===== src/rtl/log10_arb_pkg.sv =====
// Shared types and constants for the log10 request arbiter.
package log10_arb_pkg;

  typedef enum logic [1:0] {
    IDLE  = 2'd0,
    ISSUE = 2'd1,
    WAIT  = 2'd2,
    RESP  = 2'd3
  } state_t;

  localparam logic [31:0] NUMBER_ONE  = 32'h0001_0000;
  localparam logic [31:0] LOG_ERR_VAL = 32'hFFFF_FFFF;
  localparam int          TMO_DEFAULT = 1023;

endpackage


===== src/rtl/log10_arbiter_rr_picker.sv =====
// Combinational round-robin select: first set req bit at or after ptr, wrapping.
module rr_picker #(
  parameter int NREQ = 4,
  parameter int IW   = $clog2(NREQ)
) (
  input  logic [NREQ-1:0] req,
  input  logic [IW-1:0]   ptr,
  output logic [NREQ-1:0] win,
  output logic [IW-1:0]   idx,
  output logic            any
);

  logic [IW:0]   sum;
  logic [IW-1:0] j;

  // Walk offsets from farthest to nearest so the nearest hit overwrites the rest.
  always_comb begin
    win = '0;
    idx = '0;
    any = 1'b0;
    sum = '0;
    j   = '0;
    for (int k = NREQ - 1; k >= 0; k--) begin
      sum = {1'b0, ptr} + (IW+1)'(k);
      if (sum >= (IW+1)'(NREQ)) sum = sum - (IW+1)'(NREQ);
      j = sum[IW-1:0];
      if (req[j]) begin
        win    = '0;
        win[j] = 1'b1;
        idx    = j;
        any    = 1'b1;
      end
    end
  end

endmodule


===== src/rtl/log10_arbiter.sv =====
// Round-robin front end sharing one log10 engine between NREQ requesters.
// Build option LOG10_ARB_GUARD_EN rejects zero/negative operands without using the engine.
module log10_arbiter
  import log10_arb_pkg::*;
#(
  parameter int NREQ = 4,
  parameter int N    = 32,
  parameter int Q    = 16,
  parameter int TMO  = TMO_DEFAULT
) (
  input  logic              clk,
  input  logic              rst,
  input  logic [NREQ-1:0]   req,
  input  logic [NREQ*N-1:0] x_in,
  output logic [NREQ-1:0]   gnt,
  output logic [NREQ-1:0]   vld,
  output logic [N-1:0]      y_out,
  output logic              err,
  output logic              busy,
  output logic              log_start,
  output logic [N-1:0]      log_x,
  input  logic [N-1:0]      log_y,
  input  logic              log_done
);

  localparam int IW   = $clog2(NREQ);
  localparam int WD_W = $clog2(TMO + 1);

  if (NREQ < 2 || NREQ > 8) begin : g_chk_nreq
    $error("log10_arbiter: NREQ must be 2..8");
  end
  if (Q >= N - 1) begin : g_chk_q
    $error("log10_arbiter: Q must leave room for sign and integer bits");
  end

  state_t          state;
  logic [IW-1:0]   ptr;
  logic [IW-1:0]   idx;
  logic [WD_W-1:0] wd;

  logic [NREQ-1:0] pick_win;
  logic [IW-1:0]   pick_idx;
  logic            pick_any;
  logic [N-1:0]    x_sel;

  rr_picker #(.NREQ(NREQ), .IW(IW)) u_pick (
    .req (req),
    .ptr (ptr),
    .win (pick_win),
    .idx (pick_idx),
    .any (pick_any)
  );

  always_comb begin
    x_sel = '0;
    for (int i = 0; i < NREQ; i++)
      if (pick_idx == IW'(i)) x_sel = x_in[i*N +: N];
  end

  assign busy = (state != IDLE);

`ifdef LOG10_ARB_GUARD_EN
  logic bad;
  logic bad_now;
  assign bad_now = (x_sel[N-2:0] == '0) || x_sel[N-1];
`endif

  always_ff @(posedge clk or negedge rst) begin
    if (!rst) begin
      state     <= IDLE;
      ptr       <= '0;
      idx       <= '0;
      wd        <= '0;
      gnt       <= '0;
      vld       <= '0;
      err       <= 1'b0;
      log_start <= 1'b0;
      y_out     <= '0;
      log_x     <= '0;
`ifdef LOG10_ARB_GUARD_EN
      bad       <= 1'b0;
`endif
    end else begin
      gnt       <= '0;
      vld       <= '0;
      log_start <= 1'b0;
      case (state)
        IDLE: begin
          if (pick_any) begin
            log_x <= x_sel;
            idx   <= pick_idx;
            gnt   <= pick_win;
            wd    <= '0;
            state <= ISSUE;
`ifdef LOG10_ARB_GUARD_EN
            bad       <= bad_now;
            log_start <= ~bad_now;
`else
            log_start <= 1'b1;
`endif
          end
        end
        ISSUE: begin
          // wd counts cycles since log_start was raised.
          wd <= wd + 1'b1;
`ifdef LOG10_ARB_GUARD_EN
          if (bad) begin
            y_out <= N'(LOG_ERR_VAL);
            err   <= 1'b1;
            state <= RESP;
          end else begin
            state <= WAIT;
          end
`else
          state <= WAIT;
`endif
        end
        WAIT: begin
          if (log_done) begin
            y_out <= log_y;
            err   <= 1'b0;
            state <= RESP;
          end else if (wd + 1'b1 == WD_W'(TMO)) begin
            y_out <= N'(LOG_ERR_VAL);
            err   <= 1'b1;
            state <= RESP;
          end else begin
            wd <= wd + 1'b1;
          end
        end
        RESP: begin
          vld   <= NREQ'(1) << idx;
          ptr   <= (idx == IW'(NREQ - 1)) ? '0 : idx + 1'b1;
          state <= IDLE;
        end
        default: state <= IDLE;
      endcase
    end
  end

endmodule


===== config.mk =====
export PLATFORM = sky130hd
export DESIGN_NAME = log10_arbiter
export DESIGN_NICKNAME = d
export VERILOG_FILES = /design/src/rtl/log10_arb_pkg.sv /design/src/rtl/log10_arbiter_rr_picker.sv /design/src/rtl/log10_arbiter.sv
export SDC_FILE = /design/constraint.sdc
export NUM_CORES = 1
export LEC_CHECK = 0
export CAP_MARGIN = 10
export CORE_MARGIN = 2
export CORE_UTILIZATION = 35
export DETAILED_ROUTE_END_ITERATION = 8
export GPL_TIMING_DRIVEN = 1
export PLACE_DENSITY = 0.68
export REMOVE_ABC_BUFFERS = 1
export SYNTH_ARGS = -nofsm -noshare
export SYNTH_HDL_FRONTEND = slang
export SYNTH_SLANG_ARGS = --single-unit

===== constraint.sdc =====
create_clock -name clk -period 4.9 [get_ports clk]
set_input_delay 0.49 -clock clk [delete_from_list [all_inputs] [get_ports clk]]
set_output_delay 0.49 -clock clk [all_outputs]
set_load 0.1 [all_outputs]

; Word level (Yosys, flattened, before mapping)
; Cells that the tools add are included.
[classes]
addsub = 9
mul = 0
div_mod_pow = 0
n_lt_le_gt_ge = 12
eq_ne = 12
shifts = 1
mux = 54
bitwise_logic = 0
n_reduce_logical = 13
[ops]
columns = op, count
row1 = 32-bit two-way mux, 6
row2 = 10-bit two-way mux, 3
row3 = 10-bit case mux with 3 select lines, 1
row4 = 4-bit two-way mux, 7
row5 = 2-bit two-way mux, 12
row6 = 1-bit two-way mux, 16
row7 = 2-bit by 3-bit < comparator with 1-bit output (second input constant), 4
row8 = 10-bit by 1-bit adder with 10-bit output (second input constant), 1
row9 = 10-bit == test (second input constant), 1
row10 = 2-bit == test (second input constant), 5
row11 = 3-bit greater-or-equal comparator (second input constant), 3
row12 = 1-bit binary-select mux with 2-bit select, 4
row13 = 1-bit demux with 2-bit select, 4
row14 = 2-bit by 1-bit greater-or-equal comparator with 1-bit output (second input constant), 4
row15 = 2-bit case mux with 4 select lines, 1
row16 = 2-bit by 1-bit subtractor with 2-bit output (second input constant), 4
row17 = 2-bit by 2-bit adder with 3-bit output (second input constant), 2
row18 = 2-bit != test (second input constant), 3
row19 = 2-bit AND reduction, 3
row20 = 2-bit by 1-bit == test with 1-bit output (second input constant), 2
row21 = 1-bit logical AND, 4
row22 = 2-bit zero test, 2
row23 = 4-bit AND reduction, 1
row24 = 2-bit nonzero test, 2
row25 = other kinds (6), 6
[totals]
register_bits = 90
latchBits = 0
ram_bits = 0
mem_bits_ro = 0
inputBits = 167
out_inout_bits = 75
elab_cells = 111
n_memories = 0

; Depth between registers and ports, before layout
[logic_depth]
depth_word = 14
ltp_mapped = 13
depth_no_buf = 8

; By module
; Synthesis repeated with hierarchy kept, for this count alone.
[unflattened]
hier_cells = 480
hier_area_um2 = 5480.3
[modules_own_cells]
columns = module, n_inst, cells_per_inst, area_each_um2, seq_area_each_um2
row1 = log10_arbiter, 1, 395, 4797.1, 2252.2
row2 = rr_picker, 1, 85, 683.2, 0.0

; Least setup slack after synthesis
; Ideal clock, no wire load.
[synth_timing]
kind = reg2reg
start = register ptr[0]
end = register log_x[30]
setup_time_ns = 0.124
t_arrival_ns = 2.998
required_time_ns = 4.776
slack_ns = 1.778
stages_incl_launch_ff = 12
cell_sequence = dfrtp_1 buf_6 buf_2 inv_1 ha_1 buf_1 mux4_2 o211ai_4 a21boi_4 buf_6 mux2_1 o221a_1
[synth_via]
elab_chain_len = 14
word_cells_on_any_way = 40
cone_classes = add/sub: 7 / order compare: 4 / eq/ne: 3 / mux: 24 / reduce/logical: 2
[synth_rtl]
columns = item, line
row1 = "start, declared", log10_arbiter.sv:37  ; logic [IW-1:0] ptr;
row2 = "start signal, assigned", log10_arbiter.sv:133  ; ptr <= (idx == IW'(NREQ - 1)) ? '0 : idx + 1'b1;
row3 = 2-bit by 2-bit adder with 3-bit output, log10_arbiter_rr_picker.sv:24  ; sum = {1'b0, ptr} + (IW+1)'(k);
row4 = 3-bit greater-or-equal comparator / 2-bit by 1-bit subtractor with 2-bit output (equally long branches), log10_arbiter_rr_picker.sv:25  ; if (sum >= (IW+1)'(NREQ)) sum = sum - (IW+1)'(NREQ);
row5 = 2-bit two-way mux, log10_arbiter_rr_picker.sv:25
row6 = 1-bit binary-select mux with 2-bit select, log10_arbiter_rr_picker.sv:27  ; if (req[j]) begin
row7 = 1-bit two-way mux (implied by the code), log10_arbiter_rr_picker.sv:27
row8 = 2-bit two-way mux (4 in a row), log10_arbiter_rr_picker.sv:27
row9 = 2-bit zero test, log10_arbiter.sv:57  ; if (pick_idx == IW'(i)) x_sel = x_in[i*N +: N];
row10 = 32-bit two-way mux (4 in a row), log10_arbiter.sv:57
row11 = "end signal, assigned", log10_arbiter.sv:90  ; log_x <= x_sel;
row12 = "end, declared", log10_arbiter.sv:21  ; output logic [N-1:0] log_x,
; Several ways; a longest one is shown, not always the timed one. The select of a mux whose other input is x is not followed.
; A chain may end at the register's enable or synchronous reset.

; Worst setup path after layout
[layout_timing]
start = register ptr[1]
end = register log_x[21]
; The elaborated chain is that of the path after synthesis.

==> key figures <==
Status
  • Outcome: complete, no violations

Clock network
  • Post-CTS setup buffers: 0
  • CTS Buf Count: 9
  • Buffer depth of the longest clock path: 2
  • Clk_lat worst skew: 0.34 ns
  • Cts repair resizes: 0
  • Root Driver: clkbuf_16
  • Htree depth: 3
  • CTS tree: done
  • Worst-path clk slew: 0.07 ns
  • Post-CTS Hold Buffers: 0
  • Clk sink count: 90

Routing
  • Metal-1 WL: 8150 um
  • DR iter-0 viols: 381
  • Drt wl/cell: 19.5 um
  • Drt drc: 0
  • Final wirelength: 19,200 um
  • Via count: 5,351
  • First-pass DRT Iterations: 5
  • Detail Route Antenna Nets: 0
  • Top Metal Used: met4
  • WL met2: 9340 um
  • Vias per Instance: 5.41
  • Metal3 WL: 1160 um

Die
  • Die area: 17,000 um2
  • Num rows: 46
  • Die height: 131 um
  • Starting density of the core: 35.5%
  • Core box area: 15,800 um2
  • Die Width: 131 um
  • Ports: 242

Worst setup path
  • Crit. End Element: flop
  • WP data required: 5.16 ns
  • Setup CP Type: flop to flop
  • Critical path launch point type: flop
  • Worst reg-to-reg setup slack: 0.92 ns
  • Crit-path max FO: 25
  • CP arrival: 4.24 ns

STA
  • Worst slew margin: 27.6%
  • Fmax: 0.251 GHz
  • Final Setup Violations: 0
  • Max Slew Vio Count: 0
  • Fin crit share: 81.3%
  • Setup TNS Final: 0 ns
  • Final min period: 3.98 ns
  • Final Hold Viols: 0
  • Fin Clk Skew: 0.00966 ns
  • Worst-margin pin slew: 1.08 ns
  • RSZ-0062 raised after global routing: no

Final layout
  • Share of cells above drive strength 1: 9.31%
  • Nets@finish: 953
  • ANT cells: 0
  • Area Overhead vs Synth: 50.5%

Logic synthesis
  • Cell count after synthesis: 550
  • Mapped Area: 5610 um2
  • Yosys Warn Count: 0
  • Share of synthesized registers carrying an async set or reset: 100%
  • Number of enable flip-flop cells after synthesis: 0
  • #FFs+latches synth: 90
  • Main synth FF type: dfrtp_1
  • Yosys cell types: 62
  • Sequential area share after synthesis: 40.2%
  • Avg Cell Area, Syn: 10.2 um2

GRT
  • GRT overflow: 0
  • Vias in the first global route: 5,305
  • Initial antenna violation count: 0
  • First-pass GRT wire length: 28,500 um
  • GR Util All Layers: 21.5%
  • Largest net degree at the start of global routing: 68

Run
  • Max Cap Viol: 0

Placement
  • Hpwl dp: 13,900 um
  • Final GP Congestion: 0.901
  • I/O Buffers: 241

Min path
  • Class of the tightest hold or removal check: input port to async pin
==> path summary, 6_finish.rpt <==
kind | startpoint | to | cells after the start
setup / recovery | ptr[1] | log_x[21] | 9
hold / removal | rst | log_x[19] | 1
setup reg to reg | ptr[1] | log_x[21] | 9
hold reg to reg | y_out[28] | y_out[28] | 1
max in group asynchronous | rst | ptr[1] | 2
min in group clk | y_out[28] | y_out[28] | 1
==> cells in the mapped netlist, types with 4 or more instances <==
| library cell | count | area share, % |
|---|---|---|
| nor4b_1 | 4 | 0.62 |
| a22oi_1 | 4 | 0.54 |
| nand3b_1 | 4 | 0.54 |
| buf_2 | 13 | 1.2 |
| o211ai_1 | 7 | 0.94 |
| mux2_4 | 8 | 2.1 |
| and3_1 | 30 | 3.3 |
| ha_1 | 18 | 4.0 |
| o21ai_0 | 16 | 1.4 |
| nor2_1 | 6 | 0.40 |
| o22a_1 | 33 | 5.2 |
| clkbuf_1 | 22 | 1.5 |
| o221ai_1 | 34 | 5.3 |
| and2_1 | 5 | 0.56 |
| nand3_1 | 4 | 0.36 |
| nand2_1 | 115 | 7.7 |
| inv_1 | 12 | 0.80 |
| dfrtp_1 | 90 | 40 |
| o221ai_2 | 13 | 3.5 |
| o211ai_2 | 7 | 1.6 |
| buf_1 | 4 | 0.27 |
| nand2b_1 | 5 | 0.56 |
| mux2i_1 | 40 | 7.1 |
==> cell usage in the layout, fill, tap and decap left out, types with 8 or more instances in the layout <==
| cell | n |
|---|---|
| o22a_1 | 33 |
| mux2i_1 | 40 |
| and3_1 | 30 |
| buf_4 | 12 |
| clkdlybuf4s50_1 | 240 |
| dfrtp_1 | 90 |
| nand2_1 | 115 |
| inv_1 | 12 |
| o21ai_0 | 16 |
| o221ai_1 | 34 |
| clkbuf_16 | 9 |
| ha_1 | 18 |
| o221ai_2 | 13 |
| mux2_4 | 8 |
==> layer usage <==
layer / global-route usage (%) / vias up
li1: - / 2495
met1: 28.2 / 2614
met2: 35.5 / 199
met3: 4.19 / 43
met4: 7.45 / 0
met5: 0 / -
==> sequential cells by signal, summed over array words and instances, names as in the netlist <==
name and cells:
gnt 4, state 2, idx 2, log_x 32, y_out 32, err 1, wd 10, vld 4
log_start 1, ptr 2
==> critical path, cell delays in order (launching register included) <==
cell and delay [ns]:
dfrtp_1 0.53, inv_1 0.24, ha_1 0.48, mux4_2 0.46, o211ai_4 0.21, buf_4 0.32
a21boi_4 0.74, buf_4 0.43, mux2_2 0.37, o211ai_1 0.08
==> kinds of logic (layout without fill, tap and decap cells) <==
| logic type | after synthesis | after routing | synth area share [%] |
|---|---|---|---|
| buffers and inverters | 57 | 280 | 5.20 |
| flip-flops | 90 | 90 | 40.2 |
| adder cells (fa/ha/maj) | 18 | 18 | 4.02 |
| multiplexers | 56 | 56 | 11.7 |
| AO/OA/AOI/OAI | 144 | 144 | 23.3 |
| AND/OR/NAND/NOR | 185 | 185 | 15.6 |
==> metrics by stage <==
stage	hold WS (ns)	cells	util, %	worst slack [ns]	instance area [um2]
floorplan	0.194	505	-	0.495	5360
CTS	0.0318	989	53.5	0.955	8440
detailed placement	0.408	973	51.6	0.918	8130
global placement	0.404	973	51.6	1.06	8130
global route	0.0474	989	53.5	0.673	8440
finish	0.0274	989	53.5	0.916	8440
==> cell type report <==
class / instances / area, um2
Fill cell: 1401 / 7330
Multi-Input combinational cell: 403 / 3070
Timing Repair Buffer: 252 / 2490
Sequential cell: 90 / 2250
Tap cell: 216 / 270
Clock buffer: 10 / 239
Clock inverter: 6 / 65.1
Inverter: 12 / 45.0
Power is not shown: default switching activity piles up to over one toggle a cycle in this logic, so the estimate is an artifact.
